### src/rtl/alu_issue_ctrl.sv
// Issue scheduler for one PE ALU_unit: command FIFO, add/sub hazard
// bubbles, credit-limited issue and a result FIFO for stalled consumers.
module alu_issue_ctrl #(
    parameter int D_WIDTH   = 64,
    parameter int CMD_DEPTH = 4,
    parameter int RES_DEPTH = 8,
    parameter int ALU_LAT   = 6,
    parameter int HAZ_DIST  = 5
) (
    input  logic               clk,
    input  logic               rst_n,
    input  logic               cmd_valid,
    output logic               cmd_ready,
    input  logic [4:0]         cmd_opcode,
    input  logic [D_WIDTH-1:0] cmd_in0,
    input  logic [D_WIDTH-1:0] cmd_in1,
    input  logic [D_WIDTH-1:0] cmd_inq,
    output logic               alu_valid,
    output logic [4:0]         alu_opcode,
    output logic [D_WIDTH-1:0] alu_in0,
    output logic [D_WIDTH-1:0] alu_in1,
    output logic [D_WIDTH-1:0] alu_inq,
    input  logic               alu_valid_r,
    input  logic [D_WIDTH-1:0] alu_out0,
    input  logic [D_WIDTH-1:0] alu_out1,
    output logic               res_valid,
    input  logic               res_ready,
    output logic [D_WIDTH-1:0] res_out0,
    output logic [D_WIDTH-1:0] res_out1,
    output logic               busy,
    output logic [15:0]        stall_cnt
);
    localparam int CAW = $clog2(CMD_DEPTH);
    localparam int RAW = $clog2(RES_DEPTH);
    localparam int CW  = 5 + 3 * D_WIDTH;
    localparam int RW  = 2 * D_WIDTH;
    localparam logic [RAW+1:0] RES_LIM = (RAW + 2)'(RES_DEPTH);

    logic [CW-1:0]       cmd_mem [CMD_DEPTH];
    logic [CAW:0]        cmd_wp, cmd_rp;
    logic                cmd_empty, cmd_full, cmd_push, cmd_pop;
    logic [CW-1:0]       head;
    logic [4:0]          head_op;
    logic                head_early, head_late;
    logic [RW-1:0]       res_mem [RES_DEPTH];
    logic [RAW:0]        res_wp, res_rp, res_count;
    logic                res_empty, res_full, res_pop;
    logic [RAW:0]        inflight;
    logic [HAZ_DIST-1:0] hist;
    logic                credit_ok, issue, drop, stall;

    assign cmd_empty = (cmd_wp == cmd_rp);
    assign cmd_full  = (cmd_wp[CAW] != cmd_rp[CAW]) &&
                       (cmd_wp[CAW-1:0] == cmd_rp[CAW-1:0]);
    assign cmd_ready = !cmd_full;
    assign cmd_push  = cmd_valid && !cmd_full;
    assign head      = cmd_mem[cmd_rp[CAW-1:0]];
    assign head_op   = head[CW-1 -: 5];
    assign head_early = (head_op[3:0] inside {4'd1, 4'd2, 4'd8});
    assign head_late  = (head_op[3:0] inside {4'd5, 4'd6, 4'd7});

    assign res_count = res_wp - res_rp;
    assign res_empty = (res_wp == res_rp);
    assign res_full  = (res_wp[RAW] != res_rp[RAW]) &&
                       (res_wp[RAW-1:0] == res_rp[RAW-1:0]);
    assign res_valid = !res_empty;
    assign res_pop   = res_valid && res_ready;
    assign {res_out0, res_out1} = res_mem[res_rp[RAW-1:0]];

    assign credit_ok = ({1'b0, inflight} + {1'b0, res_count}) < RES_LIM;
    assign busy = !cmd_empty || (inflight != '0) || !res_empty;

    // Issue decision: oldest command only; hist top bit is the LATE op
    // that would collide with an EARLY op presented next cycle
    always_comb begin
        issue = 1'b0;
        drop  = 1'b0;
        stall = 1'b0;
        if (!cmd_empty) begin
            if (head_op[3:0] == 4'd0) begin
                drop = 1'b1;
            end else if (credit_ok) begin
                if (head_early && hist[HAZ_DIST-1]) stall = 1'b1;
                else issue = 1'b1;
            end
        end
        cmd_pop = issue || drop;
    end

    // Command storage
    always_ff @(posedge clk) begin
        if (cmd_push)
            cmd_mem[cmd_wp[CAW-1:0]] <= {cmd_opcode, cmd_in0, cmd_in1, cmd_inq};
    end

    // Result storage
    always_ff @(posedge clk) begin
        if (alu_valid_r)
            res_mem[res_wp[RAW-1:0]] <= {alu_out0, alu_out1};
    end

    // Pointers, credit, hazard history and stall counter
    always_ff @(posedge clk or negedge rst_n) begin
        if (!rst_n) begin
            cmd_wp    <= '0;
            cmd_rp    <= '0;
            res_wp    <= '0;
            res_rp    <= '0;
            inflight  <= '0;
            hist      <= '0;
            stall_cnt <= '0;
        end else begin
            if (cmd_push) cmd_wp <= cmd_wp + 1'b1;
            if (cmd_pop) cmd_rp <= cmd_rp + 1'b1;
            if (alu_valid_r) res_wp <= res_wp + 1'b1;
            if (res_pop) res_rp <= res_rp + 1'b1;
            if (issue && !alu_valid_r) inflight <= inflight + 1'b1;
            else if (!issue && alu_valid_r) inflight <= inflight - 1'b1;
            hist <= {hist[HAZ_DIST-2:0], issue && head_late};
            if (stall && stall_cnt != 16'hFFFF) stall_cnt <= stall_cnt + 1'b1;
        end
    end

    // Registered ALU drive: one-cycle pulse per issue, operands held
    always_ff @(posedge clk or negedge rst_n) begin
        if (!rst_n) begin
            alu_valid  <= 1'b0;
            alu_opcode <= '0;
            alu_in0    <= '0;
            alu_in1    <= '0;
            alu_inq    <= '0;
        end else if (issue) begin
            alu_valid  <= 1'b1;
            {alu_opcode, alu_in0, alu_in1, alu_inq} <= head;
        end else begin
            alu_valid  <= 1'b0;
            alu_opcode <= '0;
        end
    end

    // Credit must keep the result FIFO from overflowing
    a_no_overflow: assert property (@(posedge clk) disable iff (!rst_n)
        !(alu_valid_r && res_full && !res_pop));

endmodule
### config.mk
export PLATFORM = sky130hd
export DESIGN_NAME = alu_issue_ctrl
export DESIGN_NICKNAME = d
export VERILOG_FILES = /design/src/rtl/alu_issue_ctrl.sv
export SDC_FILE = /design/constraint.sdc
export NUM_CORES = 2
export LEC_CHECK = 0
export BUFFER_PORTS_ARGS = -buffer_cell sky130_fd_sc_hd__buf_4
export CORE_MARGIN = 1
export CORE_UTILIZATION = 64
export DETAILED_ROUTE_END_ITERATION = 16
export GPL_ROUTABILITY_DRIVEN = 0
export PLACE_DENSITY = 0.85
export SKIP_LAST_GASP = 1
export SLEW_MARGIN = 20
export SYNTH_ARGS = -nofsm -noshare
export SYNTH_HDL_FRONTEND = slang
export SYNTH_SLANG_ARGS = --single-unit
### constraint.sdc
create_clock -name clk -period 26.2 [get_ports clk]
set_input_delay 3.93 -clock clk [delete_from_list [all_inputs] [get_ports clk]]
set_output_delay 3.93 -clock clk [all_outputs]
set_load 0.02 [all_outputs]
==> results by group <==
Status
  • Status: finished clean

Setup path
  • Reg2Reg Depth: 12
  • CP max FO: 54
  • Kind of critical path: flip-flop to output pin
  • RR Startpoint: res_rp[1]
  • Critical Path RT: 22.27 ns
  • Reg-to-reg critical path endpoint: alu_in1[12]
  • CP Capture Type: output pin
  • Startpoint Class: flip-flop
  • R2R Setup Slk: 20.17 ns
  • Crit path DAT: a little over 5 ns

Logic synthesis
  • Share of the synthesized area in the top cell type: a little under three quarters
  • EDFF count, synth: between 1.5k and 2k
  • Post-Synth Adder-Cell Area: less than 1%
  • Synthesized area per cell: approximately 23 sq um
  • Post-Synth XOR/XNOR Area: 0.399%
  • Largest area contributor in the netlist: edfxtp_1
  • Top-count cell post-synth: edfxtp_1
  • Post-synth cell types: 41
  • Synth Instances: approximately 3.4k
  • Cell Area, Synth: 76,800 sq um
  • Net count after synthesis: around 3.8k
  • Main combinational cell family by area after synthesis: multiplexers
  • Flop and latch count out of synthesis: roughly 2.0k
  • Post-synth ARST share: between 10% and 20%
  • Main synth FF type: edfxtp_1
  • Seq/Total Area, Yosys: 78.6%
  • Synth Warn #: 0
  • Synth top area cells: edfxtp_1 71%, mux4_2 13%, dfrtp_1 7.7%
  • Most frequent cells after synthesis: 1,812 x edfxtp_1, 453 x mux4_2, 400 x nand2_1
  • Synth Area in Compound Gates: 0.119%
  • Post-synthesis simple-gate area fraction: under 10%
  • Post-synthesis mux area share: roughly 17%

Worst hold path
  • Hold path endpoint: hist[2]
  • Hold Path Stages: 0
  • Hold Crit Class: flip-flop to flip-flop
  • HP Start: hist[1]

STA
  • Final Hold Vio Count: 0
  • Slew Viols, Final: 0
  • Unrepaired setup endpoints after global routing: false
  • Setup tns final: 0 ns
  • Worst clock skew: between 0.03 and 0.04 ns
  • Min Clock Period, post-route: between 9 and 10 ns
  • Worst slew margin: 8.06%
  • Worst-Margin Slew: roughly 1.4 ns
  • Fmax: ~110 MHz
  • Final setup viols: 0
  • Final worst-path cycle share: between 30% and 40%
  • Hold Worst Slack: approximately 0.35 ns

Clock network
  • Clk pin slew, worst setup/hold paths: 0.06 ns
  • CTS tree: done
  • CTS Root Cell: clkbuf_16
  • CTS buffer count: 190
  • Skew-Pair Late Insertion Delay: around 0.84 ns
  • Post-CTS Setup Bufs: 0
  • Post-CTS sizing: 0
  • Clk sinks: 2,049
  • Longest Clk Path Bufs: 3
  • H-tree depth: 4
  • Cts-stage hold buffer count: 0

Global route
  • Largest net degree at the start of global routing: about 150
  • Vias in the first global route: ~40k
  • Total GRT Usage: between 30% and 40%
  • First-pass GRT wire length: about 260 mm
  • Total gr overflow: 0
  • Initial antenna violation count: 42

Route
  • Post-DRT Antenna Nets: 0
  • DR WL/cell: approximately 31 um
  • Drc violations: 0
  • Post-DR vias/cell: 6.33
  • Initial drt markers: ~4.0k
  • First-pass DRT Iterations: 5
  • DR vias: ~38k
  • Routed WL: ~180 mm

Power and ir drop
  • Cell Pwr Density: 135 nW/um^2
  • Lkg Pwr: between 30 and 40 nW
  • Peak supply drop: 0.377 mV

Cells and area
  • Finished Cell Area: 89,700 sq um
  • Storage cell area: 60,400 sq um
  • Area Growth Syn to Fin: 16.8%
  • Final core utilization: between 70% and 80%
  • Share of cells above drive strength 1: around 38%
  • Multi-input logic area: roughly 16,000 sq um
  • Fill cells: a little under 6k
  • # nets final: approximately 4.5k

Placement
  • Post-DP Area: ~84,000 sq um
  • Dpl hpwl: about 97 mm
  • IO buf count: a little under 700

Floorplan
  • Site Rows: between 100 and 150
  • Core ar.: 119,000 sq um
  • Die area: 121,000 sq um
  • IO Pins: about 680
  • Die width: around 350 um
  • Die Y-Extent: ~350 um
  • Initial Util: between 60 and 70%

Flow run
  • MaxCap Viol Count: 0
report_power, final:
group	internal, mW	switching, mW
Clock	1.51	1.18
Combinational	2.23	2.49
Sequential	4.34	0.327
metal layers:
metal / GRT usage (%) / wire (um) / vias to the layer above
li1: - / - / 15300
met1: 37.7 / 63100 / 19700
met2: 49.8 / 92300 / 2170
met3: 9.17 / 19200 / 378
met4: 11.4 / 6510 / 50
met5: 0 / 327 / -
cells in the final DEF, fill, tap and decap left out, drive strengths merged, types with 2 or more instances in the layout:
cell type / netlist / layout
nand3b: 2 / 2
nand3: 8 / 8
diode: 0 / 18
nor3: 6 / 6
dfrtp: 237 / 237
bufinv: 0 / 10
inv: 12 / 20
clkbuf: 97 / 278
fa: 2 / 2
or4: 2 / 2
xnor2: 11 / 11
nand2: 400 / 400
ha: 17 / 17
nand2b: 2 / 2
a21o: 2 / 2
a311oi: 2 / 2
nor4: 12 / 12
nor2: 15 / 15
nor4b: 4 / 4
mux4: 453 / 453
edfxtp: 1812 / 1812
a21oi: 2 / 2
and2: 3 / 3
and4: 2 / 2
nand4: 8 / 8
and3: 8 / 8
xor2: 24 / 24
buf: 60 / 718
mux2: 196 / 196
clkinv: 0 / 50
o21ai: 5 / 5
through the flow:
step	cells	worst slack, ns	total power [mW]
detailed placement	5572	17.59	9.32
floorplan	3411	12.78	8.00
global placement	5572	17.63	9.16
CTS	5919	16.60	12.1
finish	5937	17.16	12.1
global route	5934	16.69	12.5
flip-flops by register name, indices dropped and copies added, names as in the netlist, 4 cells and up:
signal / cells
hist: 5
stall_cnt: 16
alu_in1: 64
alu_in0: 64
cmd_mem: 788
res_mem: 1024
res_rp: 4
alu_opcode: 5
alu_inq: 64
res_wp: 4
inflight: 4
kinds of logic after synthesis:
group / after synthesis
AO/OA/AOI/OAI: 14
multiplexers: 649
XOR/XNOR: 35
buffers and inverters: 169
AND/OR/NAND/NOR: 476
flip-flops: 2049
adder cells (fa/ha/maj): 19
critical path: stages, from the launching register on:
cell and delay [ns]:
dfrtp_4 0.75, buf_4 0.78, buf_6 0.69, buf_4 0.86
mux4_2 0.63, nand2_1 0.09, nand2_1 0.12, buf_4 0.19
cell type report:
cell class	count	area share [%]
Sequential cell	2049	67.3
Multi-Input combinational cell	1193	17.5
Timing Repair Buffer	718	6.14
Clock buffer	278	5.92
Tap cell	1600	2.23
Clock inverter	69	0.767
Inverter	12	0.0530
Antenna cell	18	0.0502
how the worst max path moves through the flow:
stage | startpoint | end | slack, ns | cells past startpoint
2_1_floorplan | alu_valid_r | res_mem[1][0] | 12.78 | 2
3_3_place_gp | res_rp[0] | res_out0[18] | 17.63 | 7
3_5_place_dp | res_rp[0] | res_out0[18] | 17.59 | 7
4_1_cts | res_rp[0] | res_out0[18] | 16.60 | 7
5_1_grt | res_rp[0] | res_out0[18] | 16.69 | 7
6_report | res_rp[0] | res_out0[18] | 17.16 | 7
(Power assumes the default switching activity.)
